[src/rtl/arb_pkg.sv]
// Shared types and helpers for the grant payload buffer.
// Lowest-set-bit index and the default-width entry layout.
package arb_pkg;

  localparam int MAXN   = 64;
  localparam int DEF_W  = 32;
  localparam int DEF_SW = 2;

  typedef struct packed {
    logic [DEF_W-1:0]  payload;
    logic [DEF_SW-1:0] src;
  } entry_t;

  function automatic int onehot_to_idx(
    input logic [MAXN-1:0] v
  );
    int idx;
    idx = 0;
    for (int i = MAXN-1; i >= 0; i--) begin
      if (v[i]) idx = i;
    end
    return idx;
  endfunction

endpackage

[src/rtl/skid_fifo2.sv]
// Two-entry FIFO with 1-bit wrapping pointers.
// Head entry is read straight from storage registers.
module skid_fifo2 #(
  parameter int EW = 8
) (
  input  logic          clk,
  input  logic          rstn,
  input  logic          push,
  input  logic          pop,
  input  logic [EW-1:0] din,
  output logic [EW-1:0] dout,
  output logic [1:0]    count
);

  logic [EW-1:0] mem_q [2];
  logic          wptr_q, wptr_d;
  logic          rptr_q, rptr_d;
  logic [1:0]    cnt_q, cnt_d;

  always_comb begin
    wptr_d = push ? ~wptr_q : wptr_q;
    rptr_d = pop  ? ~rptr_q : rptr_q;
    cnt_d  = cnt_q + {1'b0, push} - {1'b0, pop};
  end

  always_ff @(posedge clk or negedge rstn) begin
    if (!rstn) begin
      mem_q[0] <= '0;
      mem_q[1] <= '0;
      wptr_q   <= 1'b0;
      rptr_q   <= 1'b0;
      cnt_q    <= 2'd0;
    end else begin
      if (push) mem_q[wptr_q] <= din;
      wptr_q <= wptr_d;
      rptr_q <= rptr_d;
      cnt_q  <= cnt_d;
    end
  end

  assign dout  = mem_q[rptr_q];
  assign count = cnt_q;

endmodule

[src/rtl/grant_payload_buffer.sv]
// Captures the granted requester's payload into a 2-deep FIFO.
// Define GRANT_CHECK_EN to flag and block malformed grants.
module grant_payload_buffer
  import arb_pkg::*;
#(
  parameter int N  = 4,
  parameter int W  = 32,
  parameter int CW = 16
) (
  input  logic                 clk,
  input  logic                 rstn,
  input  logic [N-1:0]         grant,
  input  logic                 grant_valid,
  input  logic [N*W-1:0]       data_in,
  output logic [N-1:0]         ack,
  output logic                 out_valid,
  input  logic                 out_ready,
  output logic [W-1:0]         out_data,
  output logic [$clog2(N)-1:0] out_src,
  output logic [CW-1:0]        stall_cnt,
  output logic                 err
);

  localparam int SW = $clog2(N);

  typedef struct packed {
    logic [W-1:0]  payload;
    logic [SW-1:0] src;
  } ent_t;

  localparam int EW = $bits(ent_t);

  logic [1:0]    count;
  logic          push;
  logic          pop;
  logic          gerr;
  logic [N-1:0]  sel_oh;
  logic [SW-1:0] sel_idx;
  ent_t          din;
  ent_t          dout;
  logic [CW-1:0] stall_q, stall_d;

  assign sel_idx = SW'(onehot_to_idx(MAXN'(grant)));
  assign sel_oh  = grant & (~grant + N'(1));

`ifdef GRANT_CHECK_EN
  assign gerr = (|(grant & (grant - N'(1))))
              | (grant_valid != (|grant));
`else
  assign gerr = 1'b0;
`endif

  assign pop  = out_valid & out_ready;
  assign push = rstn & grant_valid
              & (~count[1] | pop) & ~gerr;
  assign ack  = push ? sel_oh : '0;

  assign din.payload = data_in[sel_idx*W +: W];
  assign din.src     = sel_idx;

  skid_fifo2 #(
    .EW(EW)
  ) u_fifo (
    .clk  (clk),
    .rstn (rstn),
    .push (push),
    .pop  (pop),
    .din  (din),
    .dout (dout),
    .count(count)
  );

  assign out_valid = (count != 2'd0);
  assign out_data  = dout.payload;
  assign out_src   = dout.src;

  always_comb begin
    stall_d = stall_q;
    if (grant_valid && !push && stall_q != '1)
      stall_d = stall_q + CW'(1);
  end

  always_ff @(posedge clk or negedge rstn) begin
    if (!rstn) stall_q <= '0;
    else       stall_q <= stall_d;
  end

  assign stall_cnt = stall_q;

`ifdef GRANT_CHECK_EN
  logic err_q;

  always_ff @(posedge clk or negedge rstn) begin
    if (!rstn)     err_q <= 1'b0;
    else if (gerr) err_q <= 1'b1;
  end

  assign err = err_q;
`else
  assign err = 1'b0;
`endif

endmodule

[config.mk]
export PLATFORM = sky130hd
export DESIGN_NAME = grant_payload_buffer
export DESIGN_NICKNAME = d
export VERILOG_FILES = /design/src/rtl/arb_pkg.sv /design/src/rtl/skid_fifo2.sv /design/src/rtl/grant_payload_buffer.sv
export SDC_FILE = /design/constraint.sdc
export NUM_CORES = 1
export LEC_CHECK = 0
export ABC_CLOCK_PERIOD_IN_PS = 1600
export CAP_MARGIN = 20
export CORE_UTILIZATION = 40
export DETAILED_ROUTE_END_ITERATION = 16
export PLACE_DENSITY = 0.79
export SYNTH_ARGS = -nofsm -noshare
export SYNTH_HDL_FRONTEND = slang
export SYNTH_SLANG_ARGS = --single-unit
[constraint.sdc]
create_clock -name clk -period 1.6 [get_ports clk]
set_input_delay 0.32 -clock clk [delete_from_list [all_inputs] [get_ports clk]]
set_output_delay 0.32 -clock clk [all_outputs]
set_load 0.01 [all_outputs]
Yosys cells after proc, flatten, opt, wreduce, memory -nomap -nowiden
Cells that the tools add are included.
Storage, ports and cells
  output and inout bits: 56
  register bits: 88
  bits of input ports: 136
Cells by class
  reductions and logical operators: 5
  magnitude comparators: 3
  shift operators: 1
  bitwise operators: 11
  $add $sub $neg: 4
  multiplexer cells: 11
  eq/ne operators: 1
Operators by type and width (count)
  34-bit 2-to-1 mux: 4
  128-bit by 8-bit variable part select with 32-bit output: 1
  68-bit bitwise mux: 1
  34-bit demux with 1-bit select: 1
  16-bit by 1-bit adder with 16-bit output, second input constant: 1
  16-bit != test, second input constant: 1
  2-bit 2-to-1 mux: 4
  4-bit by 1-bit adder with 4-bit output, second input constant: 1
  4-bit bitwise AND: 1
  2-bit >= comparator, second input constant: 2
  4-bit 2-to-1 mux: 1
  1-bit NOT with 2-bit output: 2
  4-bit NOT: 1
  1-bit bitwise AND: 3
  1-bit logical AND: 3
  1-bit NOT: 3
  2-bit by 1-bit adder with 2-bit output: 1
  2-bit by 1-bit less-than comparator with 1-bit output, second input constant: 1
  2-bit nonzero test: 1
  2-bit by 1-bit subtractor with 2-bit output: 1
  1-bit logical NOT: 1
  1-bit OR: 1

Longest topological paths before layout
Gate-level depths: netlist (run 1).
  depth after elaboration: 7
  gate-level depth with buffers: 6

Cells and area by module
A second synthesis (run 1) with hierarchy kept.
Second synthesis, totals
  cells, all modules: 328
  area total of the unflattened synthesis: 4927.2 sq um
By module, submodules not included
  skid_fifo2: area an instance 3144.3 sq um, times used 1, seq. area each 1801.7 sq um, cells an instance 195
  grant_payload_buffer: area an instance 1783.0 sq um, times used 1, seq. area each 400.4 sq um, cells an instance 133

Worst setup path after synthesis (run 1)
No wires, ideal clock.
  path type: flip-flop to flip-flop
  start point: register stall_q[0] (netlist: stall_cnt[0])
  end point: register stall_q[10] (netlist: stall_cnt[10])
  stages on the path, launching flop included: 7
  path slack: -179 ps
  data arrival time: 1641 ps
  path buffers: 1
  cells stage by stage: dfrtp_1 ha_1 nand4_1 nor4_2 buf_2 nor4_1 xor2_1
On the way
  longest elaborated chain between the ends: 2
  elaborated cells on any way between the ends: 3
  those cells by class: 1 x add/sub; 1 x eq/ne; 1 x reduce/logical
Ends and longest elaborated chain
  from (decl): RTL line grant_payload_buffer.sv:41  | logic [CW-1:0] stall_q, stall_d;
  from (signal assigned): RTL line grant_payload_buffer.sv:85  | else stall_q <= stall_d;
  parallel branches: the longest is 2 deep, another holds 16-bit by 1-bit adder with 16-bit output
Parallel ways; which one is timed is not known.
A chain may end at the register's enable or synchronous reset.

Worst setup path after layout (run 1)
  start point: register u_fifo.rptr_q
  end point: output out_data[28]
On the way
  longest elaborated chain between the ends: 4
Ends and longest elaborated chain
  from (decl): RTL line skid_fifo2.sv:17  | logic rptr_q, rptr_d;
  from (signal assigned): RTL line skid_fifo2.sv:36  | rptr_q <= rptr_d;
  1-bit NOT with 2-bit output (not written as such): RTL line skid_fifo2.sv:41  | assign dout = mem_q[rptr_q];
  34-bit 2-to-1 mux (not written as such) (3 in series): RTL line skid_fifo2.sv:41
  to (decl): RTL line grant_payload_buffer.sv:18  | output logic [W-1:0] out_data,
Every way passes these cells. The select of a mux whose other input is x is not followed.

==> results.md, run 1 <==
* Status: complete, but fails checks
* Violations in the final reports: negative setup slack
* P&R area growth vs syn at 91.40%
* Routed wire length at 20.42 mm
* Num CTS Buffers at 9
* Worst R2R Start: stall_cnt[0]$_DFFE_PN0P_
* Routed Antenna Nets at 0
* R2R depth at 8
* Worst stage delay on the critical path at 0.44 ns
* Critical R2R Capture: stall_cnt[15]$_DFFE_PN0P_
* Layout Utilization at 79.11%
* Design Power at 13.48 mW
* Final nets at 904
* Vias in the first global route at 5420
* Most common cell in the netlist: dfrtp_1
* Avg Cell Area, Syn at 9.777 sq um
* Multi-input logic area at 3849 sq um
* Post-synth cell types at 37
* Grt total ovfl at 0
* Final Max Tran Viols at 0
* Final worst setup slack at -0.3107 ns
* Clock Path Buffers at 2
* Vias at 5501
* Main synth FF type: dfrtp_1
* H-tree Lvls at 3
* Synth Register Bits at 88
* IO Port Bufs at 190
* Cell chain of the critical path: buf_6 -> buf_12 -> buf_6 -> mux2_4 -> buf_6
* Area share of the largest cell type after synthesis at between 40% and 50%
* Register Area at 2206 sq um
* Most frequent cells after synthesis: dfrtp_1 (88), nand2_1 (76), o31ai_1 (64)
* Chip height at 113.9 microns
* Top post-synthesis cells by area: dfrtp_1 (44%), o31ai_1 (9.6%), mux2_2 (7.9%)
* Worst path slowest cell: dfrtp_2
* Max frequency at 523.4 MHz
* Kind of end point of the critical path: output pin
* Die width at 113.9 microns
* Final hold vios at 0
* Cells after Synth at 512
* Yosys warning count at 0
* Share of layout cells above drive strength 1 at 40.99%
* Critical Path AT at ~1.6 ns
* CP Max Fanout at 6
* Crit path from: u_fifo.rptr_q$_DFFE_PN0P_
* Clock latency on the worst-skew pair at 0.33 ns
* Worst-margin pin slew at 0.7783 ns
* Rel. slew slack at 48.11%
* Finished Cell Area at about 9600 sq um
* # setup viols final at 54
* Residual DRC at 0
* Fraction of registers with async set/reset at 100.0%
* Initial Util at roughly two fifths
* DIE AREA at 12970 sq um
* Setup crit end: out_data[28]
* Initial antenna violation count at 0
* Fin Hold WS at 0.03932 ns
* Setup TNS at -9.865 ns
* TritonCTS clock tree: yes
* Cell taking the most area after synthesis: dfrtp_1
* DRT iter0 DRCs at 230
* Pwr Density at 1406 nW/um^2
* Clk slew on worst S/H paths at approximately 0.070 ns
* Synth Net Count at 650
* Number of max-cap violations at 0
* First-pass GRT wire length at 26.88 mm
* Hpwl dp at 11.32 mm
* FP Rows at 40
* Antenna Cells at 0
* EDFF count, synth at 0
* DR WL/cell at 21.75 microns
* WS Path Type: reg2out
* Filler-free cell count of the finished design at 939
* GRT Util Overall at 26.62%
* DRT Pass-1 Iters at 4
* Final Wtd Congestion at 0.8164
* Largest net degree at the start of global routing at 62
* RSZ-0062 raised after global routing: true
* Tmin final at approximately 1.9 ns
* Sequential area share after synthesis at 43.99%
* Worst EP required at 1.28 ns
* DR vias/cell at 5.858
* Placed cell count at 887
* TritonCTS Sinks at just under 90
* Final Skew at 0.008856 ns
* Root Driver: clkbuf_16
* Placed instance area at 7562 sq um
* Most used cell, CP: buf_6
* Final period util at 119.4%
* Leak at approximately 4 nW
* Peak VDD IR at between 0.7 and 0.8 mV
* Critical Path Source Type: flip-flop
* Core area at 12110 sq um
* Top Ports at 192
* Reg-to-reg slack, setup at -0.18 ns
* Hold Crit Class: in2async
* Pre-CTS WS at -0.8013 ns
* Fillcell total at 718
* Synthesized cell area at 5006 sq um
-- power by group --
group          switching [mW]  leakage, nW  internal [mW]  total (mW)
Sequential              0.615         1.09           3.22        3.83
Clock                   0.945        0.134           1.07        2.01
Combinational            3.29         2.73           4.34        7.63
Total                    4.85         3.96           8.63        13.5
-- cells in the final DEF, fill, tap and decap left out, drive strengths merged --
cell type,n
nand2b,3
buf,131
dlygate4sd2,17
o21ai,6
nor2b,33
nand4b,1
or3,1
or2,3
and2,33
conb,1
a21bo,2
clkbuf,18
clkdlybuf4s15,1
nand3,5
clkinvlp,2
o21a,1
o31ai,64
or4,1
nor4b,2
nor4,8
a221oi,32
dfrtp,88
xor2,17
ha,2
mux2,35
a211oi,32
clkdlybuf4s50,128
nor2,5
inv,3
nor3b,2
nor3,6
nand4,6
clkinv,4
xnor2,2
nand2,76
-- what timing repair did --
item	4_1_cts	5_1_grt
setup buffers	19	13
endpoints found under the setup margin	138	120
hold buffers	0	0
resized for setup	289	156
cloned	4	5
pin swaps	7	52
-- area by class of cell --
class | count | share of cell area (%)
clock buffers | 9 | 2.350
well taps | 168 | 2.194
multi-input cells | 379 | 40.17
inverters | 2 | 0.07835
flip-flops and latches | 88 | 23.02
clock inverters | 7 | 0.6007
repair buffers | 286 | 31.59
-- kinds of logic after synthesis --
group | after synthesis | share of synthesized area (%)
buf+inv | 46 | 3.649
mux | 35 | 7.873
simple gates | 185 | 19.57
fa+ha+maj | 2 | 0.4998
compound gates | 136 | 21.02
flops | 88 | 43.99
xor+xnor | 19 | 3.324
other cells | 1 | 0.07491
-- layer usage --
metal,share of wire (%),track usage [%],vias up
met3,5.7,3.401,71
met2,52,47.52,245
met4,4.0,10.39,0
met1,38,32.72,2773
li1,-,-,2412
met5,0,0,-
-- worst min path at each step --
stage	from	slack, ns	to	cells after the start
2_1_floorplan	rstn	0.02	stall_cnt[0]$_DFFE_PN0P_	0
4_1_cts	rstn	0.03	u_fifo.count[0]$_DFF_PN0_	2
5_1_grt	rstn	0.07	u_fifo.mem_q[60]$_DFFE_PN0P_	2
3_5_place_dp	rstn	0.36	u_fifo.count[0]$_DFF_PN0_	2
3_3_place_gp	rstn	0.35	u_fifo.count[1]$_DFF_PN0_	2
6_report	rstn	0.04	u_fifo.count[1]$_DFF_PN0_	2
-- sequential cells by signal, summed over array words and instances (netlist names) --
signal,cells
stall_cnt,16
u_fifo.count,2
u_fifo.wptr_q,1
u_fifo.rptr_q,1
u_fifo.mem_q,68
-- worst max-delay path: cells and delay by family (launching register included) --
family   cells  cell delay (ns)
flops        1             0.44
mux          1             0.31
buf+inv      4             0.50
Note: power is estimated with default switching activity, not from simulation.
==> run 2: changes to the inputs <==
--- a/config.mk
+++ b/config.mk
@@ -10,6 +10,8 @@
 export CORE_UTILIZATION = 40
 export DETAILED_ROUTE_END_ITERATION = 16
 export PLACE_DENSITY = 0.79
+export RECOVER_POWER = 100
+export SKIP_LAST_GASP = 1
 export SYNTH_ARGS = -nofsm -noshare
 export SYNTH_HDL_FRONTEND = slang
 export SYNTH_SLANG_ARGS = --single-unit
==> results.md, run 2 (synthesized netlist as in run 1, its figures left out) <==
* Worst-margin pin slew at 0.7859 ns (+0.007566 ns)
* DIE AREA at 12970 sq um (unchanged)
* Reg-to-reg slack, setup at -0.20 ns (-0.02 ns)
* WS Path Type: reg2out
* Largest net degree at the start of global routing at 62 (unchanged)
* Fillcell total at 750 (+4.5%)
* Die width at 113.9 microns (unchanged)
* Design Power at 13.44 mW (-0.29%)
* Fin Hold WS at 0.1751 ns (+0.1358 ns)
* Num CTS Buffers at 9 (unchanged)
* FP Rows at 40 (unchanged)
* Status: complete, but fails checks
* Final worst setup slack at -0.3128 ns (-0.002029 ns)
* Worst path slowest cell: dfrtp_2
* TritonCTS Sinks at 88 (unchanged)
* Final Wtd Congestion at 0.8164 (unchanged)
* Clock Path Buffers at 2 (unchanged)
* Crit path from: u_fifo.rptr_q$_DFFE_PN0P_
* DR vias/cell at 5.826 (-0.55%)
* Clock latency on the worst-skew pair at 0.33 ns (about the same)
* IO Port Bufs at 190 (unchanged)
* Number of max-cap violations at 0 (unchanged)
* Final Max Tran Viols at 0 (unchanged)
* Most frequent cells in the layout: clkdlybuf4s50_1 (128), dfrtp_1 (85), nand2_1 (66)
* Peak VDD IR at 0.7201 mV (-2.2%)
* Hold Crit Class: in2async
* Rel. slew slack at 47.61% (-0.50 points)
* Cell chain of the critical path: buf_6 -> buf_12 -> buf_6 -> mux2_4 -> buf_6
* Vias at 5500 (-0.018%)
* Worst EP required at 1.28 ns (about the same)
* Final Skew at 0.007470 ns (-0.001386 ns)
* Final hold vios at 0 (unchanged)
* Vias in the first global route at 5388 (-0.59%)
* Tmin final at 1.913 ns (+0.002029 ns)
* Final nets at 909 (+0.55%)
* Routed wire length at 20.29 mm (-0.62%)
* Chip height at 113.9 microns (unchanged)
* Setup TNS at -12.66 ns (-2.800 ns)
* First-pass GRT wire length at 26.50 mm (-1.4%)
* Grt total ovfl at 0 (unchanged)
* CP Max Fanout at 6 (unchanged)
* Violations in the final reports: negative setup slack
* Final period util at 119.5% (+0.13 points)
* Antenna Cells at 0 (unchanged)
* Top Ports at 192 (unchanged)
* RSZ-0062 raised after global routing: true
* TritonCTS clock tree: yes
* Most used cell, CP: buf_6
* Core area at 12110 sq um (unchanged)
* Hpwl dp at 11.32 mm (unchanged)
* Clk slew on worst S/H paths at 0.07 ns (about the same)
* Pwr Density at 1426 nW/um^2 (+1.4%)
* Residual DRC at 0 (unchanged)
* DRT Pass-1 Iters at 5 (+1)
* Share of layout cells above drive strength 1 at 40.21% (-0.78 points)
* Leak at 3.909 nW (-1.2%)
* Critical R2R Capture: stall_cnt[15]$_DFFE_PN0P_
* Most flops, register: u_fifo.mem_q
* Max frequency at 522.8 MHz (-0.11%)
* Critical Path Source Type: flip-flop
* # setup viols final at 122 (+130%)
* Pre-CTS WS at -0.8013 ns (unchanged)
* Worst R2R Start: stall_cnt[0]$_DFFE_PN0P_
* Critical Path AT at 1.59 ns (about the same)
* DRT iter0 DRCs at 292 (+27%)
* H-tree Lvls at 3 (unchanged)
* Root Driver: clkbuf_16
* Largest register FFs at 68 (unchanged)
* Worst stage delay on the critical path at 0.43 ns (about the same)
* Initial antenna violation count at 0 (unchanged)
* R2R depth at 6 (-2)
* Commonest non-fill, non-tap cell in the layout: clkdlybuf4s50_1
* Initial Util at 41.33% (unchanged)
* Routed Antenna Nets at 0 (unchanged)
* Kind of end point of the critical path: output pin
* P&R area growth vs syn at 88.20%
* GRT Util Overall at 26.25% (-0.37 points)
* DR WL/cell at 21.50 microns (-1.1%)
-- run 2: changes by cell type in the layout (fill, tap and decap cells not counted), moves of 4 or more --
cell / delta
o31ai_2: -5
a221oi_2: +14
nand2_2: +4
a221oi_4: -14
nand2_1: -9
o31ai_1: +7
clkbuf_1: +11
nand2_4: +5
buf_4: -15
-- run 2: worst max-delay path by stage --
stage                        end  slack, ns  cells past startpoint
floorplan           out_data[10]      -0.04                      3
global placement          ack[2]      -0.78                      5
detailed placement        ack[2]      -0.80                      5
CTS                  out_data[0]      -0.35                      4
global route        out_data[30]      -0.34                      5
finish              out_data[28]      -0.31                      5
-- run 2: metrics by stage --
step,utilization (%),instances,instance area [sq um]
after floorplan,-,512,5034
after global placement,62.44,887,7562
after detailed placement,62.44,887,7562
after CTS,69.41,926,8407
after global routing,77.79,944,9422
final,77.79,944,9422
-- run 2: worst max-delay path: cells and delay by family, from the launching register on --
kind                   cells  cell delay [ns]
buffers and inverters      4             0.51
DFF                        1             0.43
muxes                      1             0.31
-- run 2: area by class of cell --
class	count	area [sq um]	area share, %
Timing Repair Buffer	291	3038	32.24
Sequential cell	88	2206	23.41
Clock inverter	7	57.56	0.6109
Clock buffer	9	225.2	2.390
Multi-Input combinational cell	379	3677	39.03
Tap cell	168	210.2	2.231
Inverter	2	7.507	0.07968
-- run 2: timing repair --
action / 4_1_cts / 5_1_grt
buffers inserted: 19 / 14
cloned: 4 / 7
hold buffers: 0 / 0
endpoints found under the setup margin: 138 / 120
gates resized for setup: 272 / 159
pin swaps: 7 / 35
-- run 2: per-layer routing --
metal / wire, microns / share of wire (%) / global-route usage [%]
met1: 7654 / 38 / 31.59
met2: 10730 / 53 / 47.28
met3: 1077 / 5.3 / 3.719
met5: 0 / 0 / 0
met4: 834 / 4.1 / 10.48
-- run 2: power breakdown --
group	switching, mW	internal [mW]
Combinational	3.27	4.29
Sequential	0.647	3.22
Clock	0.941	1.07
==> run 3: changes to the inputs <==
--- a/config.mk
+++ b/config.mk
@@ -8,6 +8,7 @@
 export ABC_CLOCK_PERIOD_IN_PS = 1600
 export CAP_MARGIN = 20
 export CORE_UTILIZATION = 40
+export CTS_CLUSTER_SIZE = 24
 export DETAILED_ROUTE_END_ITERATION = 16
 export PLACE_DENSITY = 0.79
 export RECOVER_POWER = 100
==> results of run 3 <==
The final DEF is identical to that of run 2; final timing and power are the same.
==> variant, RTL diff (settings of run 2) <==
Register the output `stall_cnt` once more, with the module's reset; this adds one clock of latency there. The other outputs are not delayed to match.
--- a/src/rtl/grant_payload_buffer.sv
+++ b/src/rtl/grant_payload_buffer.sv
@@ -87,3 +87,9 @@
 
-  assign stall_cnt = stall_q;
+  always_ff @(posedge clk or negedge rstn) begin
+    if (!rstn) begin
+      stall_cnt <= '0;
+    end else begin
+      stall_cnt <= stall_q;
+    end
+  end
 
Behaviour: not the same (a bounded check fails within 4 cycles, from zero or initial values and one cycle with rstn low).
==> variant against run 2 <==
- the run still ends with setup timing left
- wire length fell by 16%
- synthesized cell count increased by 11%
- combinational power is 17% lower
- design area fell by 8.1%
- power decreased by 6.3%
- setup slack better by 0.015 ns
- global-route usage shrank 2.7 points
- area after synthesis rose by 11%
- clock skew hardly changed
- sequential cell count rose by 16
- largest power group unchanged
==> variant: results (changes against run 2) <==
** Placement
- The pre-CTS setup slack was -0.886 ns (was -0.801 ns).
- Total placed cells including tap cells :: 940 (was 887)

** Critical path
- Register-to-register setup slack :: -0.05 ns (was -0.20 ns)
- Worst-path maximum fanout :: 4 (was 6)
- Endpoint of the worst-slack reg-to-reg timing path :: u_fifo.count[1] (was stall_cnt[15])
- Depth of the worst register-to-register path :: 7 (was 6)
- The worst flop-to-flop path startpoint is u_fifo.count[1] (was stall_cnt[0]).
- The endpoint of the most critical setup path is out_data[11] (was out_data[28]).

** GRT
- The global-route wire length before repair was 26200 um (was 26500 um).
- The pin count of the biggest net entering global routing was 59 (was 62).
- The number of global-route vias before repair came to 5256 (was 5388).
- The number of antenna violations at the first check in global routing was 1 (was 0).

** Pwr
- The worst ir drop on vdd was 653 uV (was 720 uV).
- Logic gate share of total power :: 50.1% (was 56.3%)
- Switching portion of total power :: 33.3% (was 36.1%)
- Leakage power of the design :: 3.95 nW (was 3.91 nW)

** Final layout
- The number of non-filler instances in the completed layout came to 976 (was 944).
- Final layout net count :: 932 (was 909)
- Fraction of layout cells with a size suffix above 1 :: 24.4% (was 40.2%)

** CTS
- The setup fix buffers added after clock tree synthesis is 10 (was 19).

** Synth
- Cell variety after synth :: 41 (was 37)
- Sequential area share after synthesis :: 46.9% (was 44.0%)
- Most frequent cells after synthesis :: sky130_fd_sc_hd__nand2_1, sky130_fd_sc_hd__dfrtp_1, sky130_fd_sc_hd__o31ai_1 (was sky130_fd_sc_hd__dfrtp_1, sky130_fd_sc_hd__nand2_1, sky130_fd_sc_hd__o31ai_1)
- The per-instance average area after synthesis was 9.80 sq um (was 9.78 sq um).

** Detailed routing
- The final wirelength is 17000 um (was 20300 um).
- The starting DRC count in detailed routing came to 346 (was 292).
- Vias per cell :: 5.42 (was 5.83)

** Worst hold path
- The class of the tightest hold or removal check is flip-flop to flip-flop (was input port to asynchronous set/reset pin).

** STA
- Min Hold Slack :: 0.459 ns (was 0.175 ns)
- The post-layout worst setup margin came to -0.298 ns (was -0.313 ns).
- The number of setup violations in the final report came to 48 (was 122).
- Final setup TNS :: -8.20 ns (was -12.66 ns)
- Worst Skew :: 0.00720 ns (was 0.00747 ns)

** Run status
- Status :: finished with violations (unchanged)
- Violations in the final reports: setup timing (unchanged).
-- variant: cell types whose count changed after synthesis, sizes merged, moves of 2 or more --
cell | before | now
and3 | 0 | 35
nand2 | 76 | 141
nor2b | 33 | 23
and2b | 0 | 11
clkbuf | 34 | 17
and2 | 33 | 2
dfrtp | 88 | 104
buf | 10 | 29
a211oi | 32 | 0
nor4 | 8 | 6
or2 | 3 | 1
-- variant: area by class of cell --
type / count / area [sq um] / share of cell area (%)
antenna: 1 / 2.50 / 0.0289
clock buffer: 10 / 229 / 2.64
clock inverter: 6 / 45.0 / 0.520
inverter: 3 / 11.3 / 0.130
multi-input combinational: 413 / 2970 / 34.3
sequential: 104 / 2600 / 30.1
tap: 176 / 220 / 2.54
timing repair buffer: 263 / 2570 / 29.7
-- variant: kinds of logic after synthesis --
group,after synthesis,share of synthesized area (%)
flops,104,46.9
compound gates,105,15.7
mux,35,7.11
simple gates,251,22.2
other cells,1,0.0676
fa+ha+maj,2,0.451
buf+inv,49,4.44
xor+xnor,19,3.00
-- variant: worst register-to-register path, delay by kind of cell (launching register included) --
family	cells	cell delay (ns)
buffers and inverters	2	0.22
and+or+nand+nor	3	0.51
xor gates and xnor gates	1	0.11
adders and majority gates	1	0.29
DFF	1	0.41
-- variant: worst min-delay path by stage --
stage | cells past startpoint | endpoint
floorplan | 0 | stall_cnt[0]
global placement | 0 | stall_cnt[15]
detailed placement | 0 | stall_cnt[15]
CTS | 3 | u_fifo.count[0]
global route | 0 | stall_cnt[7]
finish | 0 | stall_cnt[7]
-- variant: per-layer routing --
layer / GRT usage, % / vias up / routed length, um
met2: 40.9 / 175 / 8680
met3: 4.09 / 26 / 979
met1: 29.3 / 2610 / 7000
li1: - / 2482 / -
met4: 8.13 / 0 / 339
met5: 0 / - / 0
